**src/rtl/game_flow_controller.sv**
```systemverilog
// Frame-timed game flow sequencer for gatorga: start screen, level intro, play,
// respawn delay, level clear and game over, plus the level/lives/speed bookkeeping.
module game_flow_controller #(
  parameter int LIVES_INIT      = 3,
  parameter int MAX_LEVEL       = 31,
  parameter int SPEED_BASE      = 1,
  parameter int SPEED_MAX       = 8,
  parameter int INTRO_FRAMES    = 120,
  parameter int RESPAWN_FRAMES  = 90,
  parameter int CLEAR_FRAMES    = 60,
  parameter int GAMEOVER_FRAMES = 300
) (
  input  logic       pixel_clk,
  input  logic       rst,
  input  logic       fsync,
  input  logic       start_btn,
  input  logic       aliens_cleared,
  input  logic       player_hit,
  output logic [2:0] state,
  output logic [4:0] level,
  output logic [2:0] lives,
  output logic [3:0] alien_speed,
  output logic       play_en,
  output logic       wave_reset,
  output logic       respawn,
  output logic       show_start,
  output logic       show_banner,
  output logic       game_over
);

  localparam logic [2:0] LIVES_LOAD    = 3'(LIVES_INIT);
  localparam logic [4:0] LEVEL_CAP     = 5'(MAX_LEVEL);
  localparam logic [3:0] SPEED_LOAD    = 4'(SPEED_BASE);
  localparam logic [3:0] SPEED_CAP     = 4'(SPEED_MAX);
  localparam logic [8:0] INTRO_LAST    = 9'(INTRO_FRAMES - 1);
  localparam logic [8:0] RESPAWN_LAST  = 9'(RESPAWN_FRAMES - 1);
  localparam logic [8:0] CLEAR_LAST    = 9'(CLEAR_FRAMES - 1);
  localparam logic [8:0] GAMEOVER_LAST = 9'(GAMEOVER_FRAMES - 1);

  typedef enum logic [2:0] {
    S_START    = 3'd0,
    S_INTRO    = 3'd1,
    S_PLAY     = 3'd2,
    S_DOWN     = 3'd3,
    S_CLEAR    = 3'd4,
    S_GAMEOVER = 3'd5
  } state_t;

  state_t     r_state;
  state_t     w_nextState;
  logic [8:0] r_frameCnt;
  logic [8:0] w_nextFrameCnt;
  logic [8:0] w_timerLast;
  logic [4:0] r_level;
  logic [4:0] w_nextLevel;
  logic [2:0] r_lives;
  logic [2:0] w_nextLives;
  logic [3:0] r_speed;
  logic [3:0] w_nextSpeed;
  logic       r_btnPrev;
  logic       w_startRise;
  logic       w_timedState;
  logic       w_timerDone;
  logic       w_waveReset;
  logic       w_respawn;
  logic       r_playEn;
  logic       r_waveReset;
  logic       r_respawn;
  logic       r_showStart;
  logic       r_showBanner;
  logic       r_gameOver;

  assign w_startRise = start_btn & ~r_btnPrev;

  // Each timed screen expires on the fsync that finds the counter at its last frame.
  always_comb begin
    w_timerLast  = '0;
    w_timedState = 1'b1;
    case (r_state)
      S_INTRO:    w_timerLast = INTRO_LAST;
      S_DOWN:     w_timerLast = RESPAWN_LAST;
      S_CLEAR:    w_timerLast = CLEAR_LAST;
      S_GAMEOVER: w_timerLast = GAMEOVER_LAST;
      default:    w_timedState = 1'b0;
    endcase
    w_timerDone = w_timedState && fsync && (r_frameCnt == w_timerLast);
  end

  always_comb begin
    w_nextState = r_state;
    w_nextLevel = r_level;
    w_nextLives = r_lives;
    w_nextSpeed = r_speed;
    w_waveReset = 1'b0;
    w_respawn   = 1'b0;
    case (r_state)
      S_START: begin
        if (w_startRise) begin
          w_nextLevel = 5'd1;
          w_nextLives = LIVES_LOAD;
          w_nextSpeed = SPEED_LOAD;
          w_waveReset = 1'b1;
          w_nextState = S_INTRO;
        end
      end
      S_INTRO: begin
        if (w_timerDone) begin
          w_respawn   = 1'b1;
          w_nextState = S_PLAY;
        end
      end
      S_PLAY: begin
        // A hit outranks a simultaneous wave clear.
        if (player_hit) begin
          if (r_lives <= 3'd1) begin
            w_nextLives = 3'd0;
            w_nextState = S_GAMEOVER;
          end else begin
            w_nextLives = r_lives - 3'd1;
            w_nextState = S_DOWN;
          end
        end else if (aliens_cleared) begin
          w_nextState = S_CLEAR;
        end
      end
      S_DOWN: begin
        if (w_timerDone) begin
          w_respawn   = 1'b1;
          w_nextState = S_PLAY;
        end
      end
      S_CLEAR: begin
        if (w_timerDone) begin
          w_nextLevel = (r_level < LEVEL_CAP) ? r_level + 5'd1 : LEVEL_CAP;
          w_nextSpeed = (r_speed < SPEED_CAP) ? r_speed + 4'd1 : SPEED_CAP;
          w_waveReset = 1'b1;
          w_nextState = S_INTRO;
        end
      end
      S_GAMEOVER: begin
        if (w_timerDone) begin
          w_nextState = S_START;
        end
      end
      default: w_nextState = S_START;
    endcase

    if (w_nextState != r_state) begin
      w_nextFrameCnt = '0;
    end else if (w_timedState && fsync) begin
      w_nextFrameCnt = r_frameCnt + 9'd1;
    end else begin
      w_nextFrameCnt = r_frameCnt;
    end
  end

  // Screen flags and pulses are registered from the next state so they line up with it.
  always_ff @(posedge pixel_clk) begin
    if (!rst) begin
      r_state      <= S_START;
      r_frameCnt   <= '0;
      r_level      <= '0;
      r_lives      <= '0;
      r_speed      <= SPEED_LOAD;
      r_btnPrev    <= 1'b1;
      r_playEn     <= 1'b0;
      r_waveReset  <= 1'b0;
      r_respawn    <= 1'b0;
      r_showStart  <= 1'b0;
      r_showBanner <= 1'b0;
      r_gameOver   <= 1'b0;
    end else begin
      r_state      <= w_nextState;
      r_frameCnt   <= w_nextFrameCnt;
      r_level      <= w_nextLevel;
      r_lives      <= w_nextLives;
      r_speed      <= w_nextSpeed;
      r_btnPrev    <= start_btn;
      r_playEn     <= (w_nextState == S_PLAY);
      r_waveReset  <= w_waveReset;
      r_respawn    <= w_respawn;
      r_showStart  <= (w_nextState == S_START);
      r_showBanner <= (w_nextState == S_INTRO);
      r_gameOver   <= (w_nextState == S_GAMEOVER);
    end
  end

  assign state       = r_state;
  assign level       = r_level;
  assign lives       = r_lives;
  assign alien_speed = r_speed;
  assign play_en     = r_playEn;
  assign wave_reset  = r_waveReset;
  assign respawn     = r_respawn;
  assign show_start  = r_showStart;
  assign show_banner = r_showBanner;
  assign game_over   = r_gameOver;

endmodule
```
**config.mk**
```make
export PLATFORM = sky130hd
export DESIGN_NAME = game_flow_controller
export DESIGN_NICKNAME = d
export VERILOG_FILES = /design/src/rtl/game_flow_controller.sv
export SDC_FILE = /design/constraint.sdc
export NUM_CORES = 1
export LEC_CHECK = 0
export ABC_AREA = 1
export ABC_CLOCK_PERIOD_IN_PS = 4000
export CELL_PAD_IN_SITES_DETAIL_PLACEMENT = 0
export CELL_PAD_IN_SITES_GLOBAL_PLACEMENT = 1
export CORE_UTILIZATION = 42
export DETAILED_ROUTE_END_ITERATION = 8
export PLACE_DENSITY_LB_ADDON = 0.1
export REMOVE_ABC_BUFFERS = 1
export SLEW_MARGIN = 15
export SYNTH_ARGS = -nofsm -noshare
export SYNTH_HDL_FRONTEND = slang
export SYNTH_SLANG_ARGS = --single-unit
```
**constraint.sdc**
```tcl
create_clock -name pixel_clk -period 4 [get_ports pixel_clk]
set_clock_uncertainty 0.05 [all_clocks]
set_input_delay 0.8 -clock pixel_clk [delete_from_list [all_inputs] [get_ports pixel_clk]]
set_output_delay 0.8 -clock pixel_clk [all_outputs]
set_load 0.05 [all_outputs]
```
Yosys cells after proc, flatten, opt, wreduce, memory -nomap -nowiden:

Index checks and enable logic that the tools add are counted.

* output and inout port bits: 21
* register bits after elaboration: 31
* bits of input ports: 6

* order comparisons: 3
* equal/unequal tests: 13
* muxes and demuxes: 25
* $add $sub $neg: 4
* reduce and logical (&&, ||, !) cells: 12
* bitwise logic cells: 3

Operators by type and width (count)
* $pmux 9 s4: 1
* $mux 3: 10
* $mux 5: 3
* $pmux 3 s5: 1
* $mux 4: 3
* $pmux 5 s2: 1
* $add 9x1->9 const B: 1
* $eq 3x2->1 const B: 3
* $eq 3x3->1 const B: 3
* $eq 9x9->1: 1
* $pmux 4 s2: 1
* $eq 3x1->1 const B: 2
* $logic_not 3->1: 2
* $ne 2x2->1 const B: 3
* $pmux 3 s2: 1
* $reduce_and 3->1: 2
* $add 5x1->5 const B: 1
* $lt 5x5->1 const B: 1
* $add 4x1->4 const B: 1
* $lt 4x4->1 const B: 1
* $reduce_bool 2->1: 2
* $reduce_or 2->1: 2
* $reduce_or 4->1: 1
* $le 3x1->1 const B: 1
* 8 further kinds: 12

Longest topological paths before layout:

* word-level depth: 9
* gate-level depth with buffers: 14
* gate-level depth less buffers: 13

Worst setup path before layout:

Ideal clock, no wire load.

* path kind: reg2reg
* start point: reg r_lives[1] (netlist: lives[1])
* end point: reg r_frameCnt[0]
* slack: 1986 ps
* cell stages (with the launch flop): 12
* required time: 3887 ps
* period minus slack after synthesis: 2014 ps
* arrival: 1901 ps
* buffers on the path: 0
* path through: dfxtp_1 -> inv_1 -> ha_1 -> o21ai_1 -> nor2_1 -> o21ai_1 -> nand2_1 -> inv_1 -> nand2_1 -> nor2_1 -> nand2_4 -> nor2_2

* word-level cells in the longest chain between the ends: 6

Ends and longest elaborated chain
* start, declared: RTL line 56 `logic [2:0] r_lives;`
* start signal, assigned: RTL line 176 `r_lives <= w_nextLives;`
* $le 3x1->1: RTL line 115 `if (r_lives <= 3'd1) begin`
* $mux 3: RTL line 115
* $mux 3: RTL line 114 `if (player_hit) begin`
* $pmux 3 s5: RTL line 96 `case (r_state)`
* $ne 3x3->1: RTL line 148 `if (w_nextState != r_state) begin`
* $reduce_or 2->1 (no line)
* end signal, assigned: RTL line 174 `r_frameCnt <= w_nextFrameCnt;`
* end, declared: RTL line 51 `logic [8:0] r_frameCnt;`

Every way passes these cells.
A chain may end at the register's enable or synchronous reset.

Worst setup path after layout:

* start point: reg r_state[2] (netlist: state[2])
* end point: out state[2]

RTL lines
* start, declared: RTL line 49 `state_t r_state;`
* start signal, assigned: RTL line 173 `r_state <= w_nextState;`
* end, declared: RTL line 19 `output logic [2:0] state,`

No word-level cell between the ends.

==> reports/summary.log <==
[worst_setup_path] critical path data arrival time 1.86 ns
[clocking] H-tree depth reported by CTS 2
[hold_path] count of cells along the worst hold path 2
[clocking] CTS Root Cell sky130_fd_sc_hd__clkbuf_8
[flow_run] max-capacitance violation count 0
[logic_synthesis] total standard cell area after synthesis 0.00191 sq mm
[clocking] CTS tree built
[power] relative contribution of combinational cells to total power 14.9%
[finish] most common cell after layout, fill and taps aside sky130_fd_sc_hd__nand2_1
[power] share of total power consumed by net switching 26.7%
[routing] DRT iter0 DRCs 94
[clocking] cells resized by post-CTS repair 0
[timing] number of slew-limit violations in the final report 0
[routing] via count of the routed design 1,647
[hold_path] class of the tightest hold or removal check reg2reg
[routing] Detail Route Antenna Nets 0
[routing] drc violations 0
[global_routing] total congestion overflow 0
[routing] routed wire length on met3 100 um
[place] Detail Placement HPWL 3.08 mm
[clocking] number of buffers added by the clock tree synthesis step 5
[die] width of the die 69.4 um
[worst_setup_path] required arrival time at the worst endpoint 3.15 ns
[global_routing] antenna violations before repair 0
[worst_setup_path] Critical Path Start Type register
[clocking] Clk pin slew, worst setup/hold paths 0.07 ns
[hold_path] hold path start alien_speed[3]
[routing] router iterations before antenna repair 6
[finish] commonest cells after routing, fill and taps aside 49 x sky130_fd_sc_hd__nand2_1, 33 x sky130_fd_sc_hd__inv_1, 31 x sky130_fd_sc_hd__dfxtp_1
[worst_setup_path] cell-by-cell trace of the critical path clkdlybuf4s50_1
[finish] fillers 432
[clocking] number of buffers added for setup after CTS 0
[timing] Worst-Margin Slew 0.554 ns
[power] static leakage 1.01 nW
[power] Clock power frac 42.5%
[die] total die area 0.00482 sq mm
[timing] worst-case headroom to the max-slew limit 63.0%
[worst_setup_path] type of the setup path with the least slack reg2out
[logic_synthesis] count of mapped cells out of synthesis 262
[worst_setup_path] reg-to-reg endpoint r_frameCnt[6]
[die] Rows 24
[finish] diode count 0
[die] Core Footprint 0.00435 sq mm
[timing] setup-violating endpoint count in the final report 0
[logic_synthesis] Seq/Total Area, Yosys 32.5%
[clocking] clock latency of the later-clocked register in the worst-skew pair 0.28 ns
[routing] top layer in use met4
[logic_synthesis] syn avg cell area 7.28 sq um
[place] routability-driven placement congestion ratio 0.747
[power] overall power of the completed layout 0.758 mW
[timing] upper clock frequency limit 369 MHz
[timing] final setup TNS 0 ns
[power] power dissipated by switching net loads 0.202 mW
[finish] final net count 304
[logic_synthesis] register bit count reported by yosys 31
[routing] per-cell routed wire length 11.7 um
[worst_setup_path] setup slack of the most critical reg-to-reg path 1.96 ns
[worst_setup_path] worst-path maximum fanout 10
[worst_setup_path] CP max stage delay 0.91 ns
[timing] Period Utilization, post-route 67.7%
[die] I/O pin cnt 27
[timing] Final min period 2.71 ns
[worst_setup_path] dominant delay contributor by cell family on the critical path buffers and inverters
[routing] DR WL met2 1.77 mm
[outcome] result of the run complete, no violations
[worst_setup_path] number of buffer and inverter stages on the critical path 1
[logic_synthesis] count of yosys warnings during synthesis 0
[die] starting density of the core 43.8%
[global_routing] overall track demand over capacity in global routing 18.5%
[global_routing] global-route wire length before repair 7.13 mm
[power] sequential power share 42.6%
[timing] final hold viol count 0
[clocking] Sink Count 31
[global_routing] via count of the first global-routing pass 1,569
[logic_synthesis] unique cell type count in the Yosys netlist 31
[clocking] cts-stage hold buffer count 0
[finish] Area Overhead vs Synth 22.2%
[routing] M1 WL 2.11 mm
[hold_path] Worst Hold End alien_speed[3]
[power] power density normalized to cell area 325 mW/mm^2
[timing] unrepaired setup endpoints after global routing no
[global_routing] maximum number of pins on one net before global-route repair 16
[finish] fraction of final layout cells with drive strength greater than 1 18.4%
[worst_setup_path] Critical Path Sink Type primary output
[worst_setup_path] path depth of the worst reg2reg path 10
[routing] routed vias/inst 4.76
[worst_setup_path] FF-to-FF Start state[2]
[die] chip height 69.4 um
[routing] total detailed-routing wirelength 4.03 mm
[power] largest vdd supply drop 0.000197 V
[worst_setup_path] critical path launch point state[2]
[place] # port buffers 26
[power] Internal Dissipation 0.555 mW
[clocking] CTS max path bufs 2
[worst_setup_path] CP max-delay cell sky130_fd_sc_hd__clkdlybuf4s50_1
[Yosys cell counts]
master | instances | share of area, %
sky130_fd_sc_hd__buf_6 | 2 | 1.2
sky130_fd_sc_hd__nand2_2 | 8 | 2.6
sky130_fd_sc_hd__inv_4 | 1 | 0.33
sky130_fd_sc_hd__nor2_1 | 28 | 5.5
sky130_fd_sc_hd__a21oi_1 | 6 | 1.6
sky130_fd_sc_hd__nand3_1 | 30 | 7.9
sky130_fd_sc_hd__nor2_2 | 10 | 3.3
sky130_fd_sc_hd__o21ai_0 | 6 | 1.6
sky130_fd_sc_hd__nor3_1 | 3 | 0.79
sky130_fd_sc_hd__clkbuf_1 | 1 | 0.20
sky130_fd_sc_hd__inv_1 | 33 | 6.5
sky130_fd_sc_hd__nand2_1 | 49 | 9.6
sky130_fd_sc_hd__xnor2_1 | 1 | 0.46
sky130_fd_sc_hd__inv_6 | 1 | 0.46
sky130_fd_sc_hd__nor2_4 | 3 | 1.8
sky130_fd_sc_hd__o21ai_1 | 8 | 2.1
sky130_fd_sc_hd__nand3_2 | 3 | 1.6
sky130_fd_sc_hd__inv_2 | 5 | 0.98
sky130_fd_sc_hd__xor2_1 | 8 | 3.7
sky130_fd_sc_hd__a21boi_0 | 1 | 0.39
sky130_fd_sc_hd__dfxtp_1 | 31 | 33
sky130_fd_sc_hd__or2_2 | 1 | 0.33
sky130_fd_sc_hd__a221oi_1 | 2 | 0.92
sky130_fd_sc_hd__nor3_2 | 1 | 0.52
sky130_fd_sc_hd__nand3_4 | 3 | 2.8
sky130_fd_sc_hd__a21oi_2 | 1 | 0.46
sky130_fd_sc_hd__nand4_1 | 3 | 0.98
sky130_fd_sc_hd__nand2_4 | 6 | 3.5
sky130_fd_sc_hd__nand4_4 | 1 | 1.1
sky130_fd_sc_hd__a31oi_4 | 1 | 1.1
sky130_fd_sc_hd__ha_1 | 5 | 3.3
[flip-flops by register name (all words and copies together), names as in the netlist]
name,cells
show_start,1
show_banner,1
alien_speed,4
game_over,1
respawn,1
r_btnPrev,1
state,3
r_frameCnt,9
wave_reset,1
lives,3
level,5
play_en,1
[metal layers]
metal / global-route usage [%] / up-vias
met5: 0 / -
met4: 6.12 / 0
met3: 3.92 / 5
met2: 28.3 / 23
met1: 25.8 / 726
li1: - / 893
[final cells by class]
type	instances	area [sq um]	area share [%]
repair buffers	27	268	11.5
well taps	52	65.1	2.79
flip-flops and latches	31	621	26.6
inverters	40	158	6.76
clock buffers	6	82.6	3.54
clock inverters	2	35.0	1.50
multi-input cells	188	1100	47.3
[cells by family after synthesis]
group / Yosys count / synth area share (%)
simple gates: 149 / 42.3
buf+inv: 43 / 9.64
flops: 31 / 32.5
compound gates: 25 / 8.13
xor+xnor: 9 / 4.13
fa+ha+maj: 5 / 3.28
[power by group through the flow]
stage / clock (mW) / sequential (mW) / combinational, mW
after global placement: 0 / 0.330 / 0.114
after floorplan: 0 / 0.347 / 0.0632
final: 0.322 / 0.323 / 0.113
after global routing: 0.343 / 0.324 / 0.124
after detailed placement: 0 / 0.330 / 0.114
after CTS: 0.329 / 0.322 / 0.114
[worst max-delay path by stage]
| stage | slack, ns | cells past startpoint | endpoint |
|---|---|---|---|
| 2_1_floorplan | 1.86 | 11 | r_frameCnt[0] |
| 3_3_place_gp | 1.54 | 10 | r_frameCnt[0] |
| 3_5_place_dp | 1.52 | 10 | r_frameCnt[1] |
| 4_1_cts | 1.29 | 1 | state[2] |
| 5_1_grt | 1.22 | 1 | state[2] |
| 6_report | 1.29 | 1 | state[2] |
[per-stage QoR]
| step | cells | utilization, % | setup WS, ns | cell area (sq um) | hold WS (ns) |
|---|---|---|---|---|---|
| after floorplan | 259 | - | 1.86 | 1880 | 0.479 |
| after global placement | 338 | 50.9 | 1.54 | 2210 | 0.454 |
| after detailed placement | 338 | 50.9 | 1.52 | 2210 | 0.453 |
| after CTS | 346 | 53.6 | 1.29 | 2330 | 0.463 |
| after global routing | 346 | 53.6 | 1.22 | 2330 | 0.488 |
| final | 346 | 53.6 | 1.29 | 2330 | 0.460 |
No activity file was read; power rests on OpenSTA's default activity.
